### config.mk
export PLATFORM = sky130hd
export DESIGN_NAME = alu_seq_flat
export DESIGN_NICKNAME = d
export VERILOG_FILES = /design/src/rtl/alu_seq_if.sv /design/src/rtl/alu_seq.sv /design/src/flat_wrapper.sv
export SDC_FILE = /design/constraint.sdc
export NUM_CORES = 1
export LEC_CHECK = 0
export ABC_AREA = 1
export ABC_CLOCK_PERIOD_IN_PS = 6400
export CORE_ASPECT_RATIO = 1.5
export CORE_MARGIN = 2
export CORE_UTILIZATION = 64
export DETAILED_ROUTE_END_ITERATION = 6
export PLACE_DENSITY = 0.9
export SETUP_SLACK_MARGIN = 0.4
export SLEW_MARGIN = 20
export SYNTH_ARGS = -nofsm -noshare
export SYNTH_HDL_FRONTEND = slang
export SYNTH_SLANG_ARGS = --single-unit
### constraint.sdc
create_clock -name CLK -period 6.4 [get_ports CLK]
set_clock_uncertainty 0.1 [all_clocks]
set_input_delay 0.96 -clock CLK [delete_from_list [all_inputs] [get_ports CLK]]
set_output_delay 0.96 -clock CLK [all_outputs]
set_load 0.02 [all_outputs]
### src/rtl/alu_seq_if.sv
// Handshake/data bundle for the sequential ALU.
// Optional CARRY/OVERFLOW present when ALU_FLAGS_EN is defined.
interface alu_seq_if #(
  parameter int WIDTH = 8,
  parameter int SEL_W = 4
);
  logic             IN_VALID;
  logic             IN_READY;
  logic [WIDTH-1:0] DATA1;
  logic [WIDTH-1:0] DATA2;
  logic [SEL_W-1:0] SELECT;
  logic             OUT_VALID;
  logic             OUT_READY;
  logic [WIDTH-1:0] RESULT;
  logic             ZERO;
`ifdef ALU_FLAGS_EN
  logic             CARRY;
  logic             OVERFLOW;
`endif

  modport master (
    output IN_VALID, DATA1, DATA2, SELECT, OUT_READY,
    input  IN_READY, OUT_VALID, RESULT, ZERO
`ifdef ALU_FLAGS_EN
    , input CARRY, OVERFLOW
`endif
  );

  modport slave (
    input  IN_VALID, DATA1, DATA2, SELECT, OUT_READY,
    output IN_READY, OUT_VALID, RESULT, ZERO
`ifdef ALU_FLAGS_EN
    , output CARRY, OVERFLOW
`endif
  );
endinterface

### src/rtl/alu_seq.sv
// Handshaked ALU: 1-cycle logic/arith, iterative shifts and MUL.
// Define ALU_FLAGS_EN to add registered CARRY/OVERFLOW outputs.
module alu_seq #(
  parameter int WIDTH      = 8,
  parameter int SHIFT_STEP = 1,
  parameter int SEL_W      = 4
) (
  input logic       CLK,
  input logic       RESET,
  alu_seq_if.slave  bus
);
  localparam int CW = $clog2(WIDTH + 1);
  localparam logic [CW-1:0]    STEP = CW'(SHIFT_STEP);
  localparam logic [WIDTH-1:0] WV   = WIDTH'(WIDTH);

  localparam logic [SEL_W-1:0] OP_FWD = SEL_W'(0);
  localparam logic [SEL_W-1:0] OP_ADD = SEL_W'(1);
  localparam logic [SEL_W-1:0] OP_AND = SEL_W'(2);
  localparam logic [SEL_W-1:0] OP_OR  = SEL_W'(3);
  localparam logic [SEL_W-1:0] OP_SUB = SEL_W'(4);
  localparam logic [SEL_W-1:0] OP_SLL = SEL_W'(5);
  localparam logic [SEL_W-1:0] OP_SRL = SEL_W'(6);
  localparam logic [SEL_W-1:0] OP_SRA = SEL_W'(7);
  localparam logic [SEL_W-1:0] OP_ROR = SEL_W'(8);
  localparam logic [SEL_W-1:0] OP_MUL = SEL_W'(9);

  typedef enum logic [1:0] {
    S_IDLE,
    S_EXEC,
    S_DONE
  } state_t;

  state_t           state_q;
  logic [SEL_W-1:0] op_q;
  logic [WIDTH-1:0] val_q;
  logic [WIDTH-1:0] hi_q;
  logic [WIDTH-1:0] mc_q;
  logic [CW-1:0]    cnt_q;
  logic [WIDTH-1:0] res_q;
  logic             zero_q;
  logic             vld_q;

  // Up to SHIFT_STEP single-bit moves, k of them actually applied.
  function automatic logic [WIDTH-1:0] sh_val(
    input logic [SEL_W-1:0] op,
    input logic [WIDTH-1:0] v,
    input logic [CW-1:0]    k
  );
    logic [WIDTH-1:0] r;
    r = v;
    for (int i = 0; i < SHIFT_STEP; i++) begin
      if (CW'(i) < k) begin
        case (op)
          OP_SLL:  r = {r[WIDTH-2:0], 1'b0};
          OP_SRL:  r = {1'b0, r[WIDTH-1:1]};
          OP_SRA:  r = {r[WIDTH-1], r[WIDTH-1:1]};
          default: r = {r[0], r[WIDTH-1:1]};
        endcase
      end
    end
    return r;
  endfunction

  // One shift-add multiply step on {hi, lo}; lo starts as multiplier.
  function automatic logic [2*WIDTH-1:0] mul_step(
    input logic [WIDTH-1:0] hi,
    input logic [WIDTH-1:0] lo,
    input logic [WIDTH-1:0] mc
  );
    logic [WIDTH:0] s;
    s = {1'b0, hi} + (lo[0] ? {1'b0, mc} : '0);
    return {s, lo[WIDTH-1:1]};
  endfunction

`ifdef ALU_FLAGS_EN
  logic carry_q;
  logic ovf_q;
  logic a_c, a_v, e_c;
  logic [WIDTH:0] add_w;
  logic [WIDTH:0] sub_w;

  // Last bit pushed out by a k-bit step (0 when k is 0).
  function automatic logic sh_cout(
    input logic [SEL_W-1:0] op,
    input logic [WIDTH-1:0] v,
    input logic [CW-1:0]    k
  );
    logic c;
    c = 1'b0;
    for (int i = 0; i < SHIFT_STEP; i++) begin
      if (CW'(i + 1) == k) c = (op == OP_SLL) ? v[WIDTH-1-i] : v[i];
    end
    return c;
  endfunction

  assign add_w = {1'b0, bus.DATA1} + {1'b0, bus.DATA2};
  assign sub_w = {1'b0, bus.DATA1} + {1'b0, ~bus.DATA2} + (WIDTH+1)'(1);
`endif

  logic [WIDTH-1:0] a_val, a_hi, a_res;
  logic [CW-1:0]    a_cnt, a_amt, a_k;
  logic             a_fin;
  logic [WIDTH-1:0] e_val, e_hi;
  logic [CW-1:0]    e_cnt, e_k;
  logic             e_fin;

  // Work done on the accept edge, including the first iteration.
  always_comb begin
    a_val = '0;
    a_hi  = '0;
    a_cnt = '0;
    a_amt = '0;
    a_k   = '0;
    a_fin = 1'b1;
    a_res = '0;
`ifdef ALU_FLAGS_EN
    a_c = 1'b0;
    a_v = 1'b0;
`endif
    case (bus.SELECT)
      OP_FWD: a_res = bus.DATA2;
      OP_ADD: begin
        a_res = bus.DATA1 + bus.DATA2;
`ifdef ALU_FLAGS_EN
        a_c = add_w[WIDTH];
        a_v = (bus.DATA1[WIDTH-1] == bus.DATA2[WIDTH-1]) &&
              (add_w[WIDTH-1] != bus.DATA1[WIDTH-1]);
`endif
      end
      OP_AND: a_res = bus.DATA1 & bus.DATA2;
      OP_OR:  a_res = bus.DATA1 | bus.DATA2;
      OP_SUB: begin
        a_res = bus.DATA1 - bus.DATA2;
`ifdef ALU_FLAGS_EN
        a_c = sub_w[WIDTH];
        a_v = (bus.DATA1[WIDTH-1] != bus.DATA2[WIDTH-1]) &&
              (sub_w[WIDTH-1] != bus.DATA1[WIDTH-1]);
`endif
      end
      OP_SLL, OP_SRL, OP_SRA, OP_ROR: begin
        if (bus.SELECT == OP_ROR)
          a_amt = CW'(bus.DATA2 % WV);
        else if (bus.DATA2 > WV)
          a_amt = CW'(WIDTH);
        else
          a_amt = CW'(bus.DATA2);
        a_k   = (a_amt < STEP) ? a_amt : STEP;
        a_val = sh_val(bus.SELECT, bus.DATA1, a_k);
        a_cnt = a_amt - a_k;
        a_fin = (a_cnt == '0);
        a_res = a_val;
`ifdef ALU_FLAGS_EN
        a_c = sh_cout(bus.SELECT, bus.DATA1, a_k);
`endif
      end
      OP_MUL: begin
        {a_hi, a_val} = mul_step('0, bus.DATA2, bus.DATA1);
        a_cnt = CW'(WIDTH - 1);
        a_fin = 1'b0;
      end
      default: a_res = '0;
    endcase
  end

  // One iteration of the op held in the working registers.
  always_comb begin
    e_k   = (cnt_q < STEP) ? cnt_q : STEP;
    e_hi  = hi_q;
    e_val = sh_val(op_q, val_q, e_k);
    e_cnt = cnt_q - e_k;
    e_fin = (e_cnt == '0);
`ifdef ALU_FLAGS_EN
    e_c = sh_cout(op_q, val_q, e_k);
`endif
    if (op_q == OP_MUL) begin
      {e_hi, e_val} = mul_step(hi_q, val_q, mc_q);
      e_cnt = cnt_q - CW'(1);
      e_fin = (cnt_q == CW'(1));
`ifdef ALU_FLAGS_EN
      e_c = |e_hi;
`endif
    end
  end

  // Control FSM with registered result, ZERO and OUT_VALID.
  always_ff @(posedge CLK or posedge RESET) begin
    if (RESET) begin
      state_q <= S_IDLE;
      op_q    <= '0;
      val_q   <= '0;
      hi_q    <= '0;
      mc_q    <= '0;
      cnt_q   <= '0;
      res_q   <= '0;
      zero_q  <= 1'b0;
      vld_q   <= 1'b0;
`ifdef ALU_FLAGS_EN
      carry_q <= 1'b0;
      ovf_q   <= 1'b0;
`endif
    end else begin
      case (state_q)
        S_IDLE: if (bus.IN_VALID) begin
          op_q  <= bus.SELECT;
          mc_q  <= bus.DATA1;
          val_q <= a_val;
          hi_q  <= a_hi;
          cnt_q <= a_cnt;
          if (a_fin) begin
            res_q   <= a_res;
            zero_q  <= (a_res == '0);
            vld_q   <= 1'b1;
            state_q <= S_DONE;
`ifdef ALU_FLAGS_EN
            carry_q <= a_c;
            ovf_q   <= a_v;
`endif
          end else begin
            state_q <= S_EXEC;
          end
        end
        S_EXEC: begin
          val_q <= e_val;
          hi_q  <= e_hi;
          cnt_q <= e_cnt;
          if (e_fin) begin
            res_q   <= e_val;
            zero_q  <= (e_val == '0);
            vld_q   <= 1'b1;
            state_q <= S_DONE;
`ifdef ALU_FLAGS_EN
            carry_q <= e_c;
            ovf_q   <= 1'b0;
`endif
          end
        end
        S_DONE: if (bus.OUT_READY) begin
          vld_q   <= 1'b0;
          state_q <= S_IDLE;
        end
        default: state_q <= S_IDLE;
      endcase
    end
  end

  assign bus.IN_READY  = (state_q == S_IDLE);
  assign bus.OUT_VALID = vld_q;
  assign bus.RESULT    = res_q;
  assign bus.ZERO      = zero_q;
`ifdef ALU_FLAGS_EN
  assign bus.CARRY     = carry_q;
  assign bus.OVERFLOW  = ovf_q;
`endif
endmodule

### src/flat_wrapper.sv
// flat-port wrapper written by rule: the top's interface ports become plain ports
module alu_seq_flat 
#(
  parameter int WIDTH      = 8,
  parameter int SHIFT_STEP = 1,
  parameter int SEL_W      = 4
)
  (CLK, RESET, bus_IN_VALID, bus_DATA1, bus_DATA2, bus_SELECT, bus_OUT_READY, bus_IN_READY, bus_OUT_VALID, bus_RESULT, bus_ZERO);
  alu_seq_if #(.WIDTH(WIDTH), .SEL_W(SEL_W)) bus_i ();
  input logic CLK;
  input logic RESET;
  input wire logic [$bits(bus_i.IN_VALID)-1:0] bus_IN_VALID;
  input wire logic [$bits(bus_i.DATA1)-1:0] bus_DATA1;
  input wire logic [$bits(bus_i.DATA2)-1:0] bus_DATA2;
  input wire logic [$bits(bus_i.SELECT)-1:0] bus_SELECT;
  input wire logic [$bits(bus_i.OUT_READY)-1:0] bus_OUT_READY;
  output wire logic [$bits(bus_i.IN_READY)-1:0] bus_IN_READY;
  output wire logic [$bits(bus_i.OUT_VALID)-1:0] bus_OUT_VALID;
  output wire logic [$bits(bus_i.RESULT)-1:0] bus_RESULT;
  output wire logic [$bits(bus_i.ZERO)-1:0] bus_ZERO;
  assign bus_i.IN_VALID = bus_IN_VALID;
  assign bus_i.DATA1 = bus_DATA1;
  assign bus_i.DATA2 = bus_DATA2;
  assign bus_i.SELECT = bus_SELECT;
  assign bus_i.OUT_READY = bus_OUT_READY;
  assign bus_IN_READY = bus_i.IN_READY;
  assign bus_OUT_VALID = bus_i.OUT_VALID;
  assign bus_RESULT = bus_i.RESULT;
  assign bus_ZERO = bus_i.ZERO;
  alu_seq #(.WIDTH(WIDTH), .SHIFT_STEP(SHIFT_STEP), .SEL_W(SEL_W)) u_core (.CLK(CLK), .RESET(RESET), .bus(bus_i));
endmodule
==> results.json <==
{
  "status": "complete, no violations",
  "filler_cell_count": 531,
  "start_util_pct": 66.3,
  "antenna_left": 0,
  "layout-drive-gt1-share_pct": 7.57,
  "maxSlewViolCount": 0,
  "synthesis.instances": 642,
  "pre_cts_ws_ps": 2410,
  "timing.critical_path.required_ps": 6540,
  "synth_sequential_area_ratio_pct": 27.1,
  "power.density_cell_area_mw_per_mm2": 370,
  "violation_count_after_the_first_detailed_routing_iteration": 492,
  "number_of_global_route_vias_before_repair": 4477,
  "postSynthNetCount": 690,
  "synth_area_mm2": 0.00407,
  "cts_hold_buf": 0,
  "area.growth.synth_to_final_pct": 12.4,
  "fmax_ghz": 0.268,
  "post_synth_num_cell_types": 43,
  "clk-insertion-delay-late_ps": 300,
  "num_io_pins": 35,
  "clock_sinks": 44,
  "hpwl_um": 9860,
  "number_of_enable_type_register_cells_in_the_synthesized_netlist": 0,
  "critical_path.reg2reg.endpoint": "u_core.bus.ZERO",
  "post-route-min-period_ps": 3730,
  "cts.repair.resized": 0,
  "antennaDiodeCount": 0,
  "rsz0062_at_grt": "false",
  "report.final.setup_viol": 0,
  "critical_path_peak_fanout": 5,
  "grt_max_degree": 38,
  "p_leak_nw": 2.44,
  "cts_setup_buffers": 0,
  "synth_top_flop_cell": "sky130_fd_sc_hd__dfrtp_1",
  "cts_max_level": 2,
  "reg2regPathDepth": 8,
  "overflow": 0,
  "synth_top_cell_area_share_pct": 27.1,
  "setup.worst_path.start_class": "input pin",
  "fin_crit_sh_pct": 58.2,
  "multiInputGateArea_mm2": 0.00253,
  "dr_total_vias": 4434,
  "drc": 0,
  "design_area_mm2": 0.00457,
  "crit_end": "u_core.bus.ZERO",
  "avgViaCountPerCell": 5.93,
  "library_cell_used_as_clock_root_buffer": "sky130_fd_sc_hd__clkbuf_8",
  "most_area_hungry_cell_type_in_the_yosys_netlist": "sky130_fd_sc_hd__dfrtp_1",
  "post-route-util_pct": 74.6,
  "yosys_warnings": 0,
  "num-nets-final": 721,
  "critical_path_class": "input pin to flop",
  "placement.cell_area_mm2": 0.00445,
  "gr-usage-all-layers_pct": 37.0,
  "tritoncts.num_buffers": 5,
  "first_pass_grt_wire_length_um": 20800,
  "gpl.final_weighted_congestion": 0.973,
  "die_extent_in_y_um": 102,
  "width_of_the_die_um": 69.1,
  "core-area_mm2": 0.00613,
  "final-hold-violation-count": 0,
  "num_rows": 35,
  "numPortBuffers": 34,
  "async_flop_share_pct": 100,
  "cts_tree": "done",
  "yosys.cell_count.top_type": "sky130_fd_sc_hd__nand2_1",
  "syn_avg_cell_area_um2": 6.34,
  "total_die_area_mm2": 0.00702,
  "ys_ff_latch": 44,
  "routed_wire_length_per_instance_um": 16.5,
  "worstSetupEndpointType": "flop",
  "worst_ir_drop_vdd_mv": 0.306,
  "r2r_slack_ps": 3630,
  "synth_top_cells_by_count": "sky130_fd_sc_hd__nand2_1 (196), sky130_fd_sc_hd__inv_1 (89), sky130_fd_sc_hd__nand3_1 (53)",
  "cts_buffer_depth": 2,
  "setup.worst_path.start": "bus_DATA2[2]",
  "final.setup.tns_ps": 0,
  "total_wire_length_um": 12400,
  "initial_antenna_violation_count": 0,
  "critical_path.reg2reg.startpoint": "u_core.state_q[0]",
  "yosys-top-cells-area": "sky130_fd_sc_hd__dfrtp_1 (27%), sky130_fd_sc_hd__nand2_1 (18%), sky130_fd_sc_hd__inv_1 (8.2%)",
  "fin_hold_ws_ps": 390,
  "clkSlewWorstSetupHoldPaths_ps": 90,
  "setup_slack_ps": 2670,
  "worst-endpoint-arrival_ps": 3860,
  "max_cap_violations": 0,
  "detail_route.first_pass.iterations": 6,
  "relSlewSlack_pct": 40.1,
  "hp-class": "flop to flop",
  "worstMarginPinSlew_ps": 897,
  "ff_latch_area_mm2": 0.00110
}
[through the flow]
step / power (mW) / std cells
2_1_floorplan: 1.16 / 642
3_3_place_gp: 1.39 / 740
3_5_place_dp: 1.44 / 740
4_1_cts: 1.68 / 748
5_1_grt: 1.84 / 748
6_report: 1.69 / 748
[how the worst min path moves through the flow]
| stage | start | to | slack (ps) | depth (start not counted) |
|---|---|---|---|---|
| finish | u_core.bus.OUT_VALID | u_core.bus.OUT_VALID | 390 | 2 |
| global route | u_core.bus.RESULT[1] | u_core.bus.RESULT[1] | 400 | 2 |
| CTS | u_core.bus.RESULT[1] | u_core.bus.RESULT[1] | 390 | 2 |
| detailed placement | u_core.bus.OUT_VALID | u_core.bus.OUT_VALID | 360 | 2 |
| global placement | u_core.bus.OUT_VALID | u_core.bus.OUT_VALID | 360 | 2 |
| floorplan | u_core.mc_q[0] | u_core.mc_q[0] | 350 | 2 |
[layout by cell type, fill, tap and decap left out, types with 2 or more instances in the layout]
cell type                           n
sky130_fd_sc_hd__nand2_1          196
sky130_fd_sc_hd__inv_1             88
sky130_fd_sc_hd__nand3_1           53
sky130_fd_sc_hd__o21ai_0           52
sky130_fd_sc_hd__nor2_1            50
sky130_fd_sc_hd__dfrtp_1           44
sky130_fd_sc_hd__clkdlybuf4s50_1   34
sky130_fd_sc_hd__a21oi_1           33
sky130_fd_sc_hd__ha_1              22
sky130_fd_sc_hd__nand2_2            8
sky130_fd_sc_hd__a31oi_1            8
sky130_fd_sc_hd__inv_2              7
sky130_fd_sc_hd__nor3_1             7
sky130_fd_sc_hd__xor2_1             6
sky130_fd_sc_hd__or2_2              6
sky130_fd_sc_hd__nand2_4            6
sky130_fd_sc_hd__clkbuf_8           6
sky130_fd_sc_hd__nor2_2             5
sky130_fd_sc_hd__o211ai_1           5
sky130_fd_sc_hd__nand4_1            4
sky130_fd_sc_hd__o21ai_2            3
sky130_fd_sc_hd__a21oi_2            2
sky130_fd_sc_hd__xnor2_1            2
sky130_fd_sc_hd__nand3b_1           2
sky130_fd_sc_hd__a22oi_1            2
sky130_fd_sc_hd__o22ai_1            2
sky130_fd_sc_hd__fa_1               2
sky130_fd_sc_hd__buf_4              2
[critical path: stages]
cell and delay [ps]:
sky130_fd_sc_hd__clkdlybuf4s50_1 530, sky130_fd_sc_hd__nor2_1 270, sky130_fd_sc_hd__nand2_1 230, sky130_fd_sc_hd__nand2_1 150, sky130_fd_sc_hd__xor2_1 170, sky130_fd_sc_hd__ha_1 310, sky130_fd_sc_hd__a21oi_1 280, sky130_fd_sc_hd__nand3_1 120
sky130_fd_sc_hd__nand3_1 140, sky130_fd_sc_hd__o211ai_1 130, sky130_fd_sc_hd__nor2_1 210, sky130_fd_sc_hd__nand2_1 80, sky130_fd_sc_hd__nor2_1 100, sky130_fd_sc_hd__nand2_1 70, sky130_fd_sc_hd__a21oi_2 110
[layout make-up]
class / count / area share, %
repair buffers: 36 / 7.77
multi-input cells: 489 / 55.4
clock inverters: 2 / 0.848
inverters: 97 / 8.02
well taps: 74 / 2.03
flip-flops and latches: 44 / 24.1
clock buffers: 6 / 1.81
[where the power goes]
| part | switching [mW] | total, mW | internal [mW] |
|---|---|---|---|
| combinational | 0.618 | 0.952 | 0.335 |
| sequential | 0.105 | 0.509 | 0.404 |
| clock | 0.102 | 0.230 | 0.128 |
[layer usage]
layer	GRT usage, %	up-vias	share of wire, %
met5	0	-	0
met4	21.0	0	5.0
met3	4.28	52	6.3
met2	66.5	220	51
met1	42.7	2035	38
li1	-	2127	-
[logic make-up (layout without fill, tap and decap cells)]
logic type	Yosys count	in the layout	share of synthesized area, %
AO/OA/AOI/OAI	117	117	16.5
XOR/XNOR	8	8	1.72
adder cells (fa/ha/maj)	24	24	7.75
buffers and inverters	109	141	10.6
flip-flops	44	44	27.1
AND/OR/NAND/NOR	340	340	36.3
[sequential cells by signal, indices dropped and copies added, names as in the netlist]
signal                flops
u_core.op_q               4
u_core.cnt_q              4
u_core.val_q              8
u_core.bus.RESULT         8
u_core.bus.ZERO           1
u_core.state_q            2
u_core.hi_q               8
u_core.mc_q               8
u_core.bus.OUT_VALID      1
(Power assumes the default switching activity.)
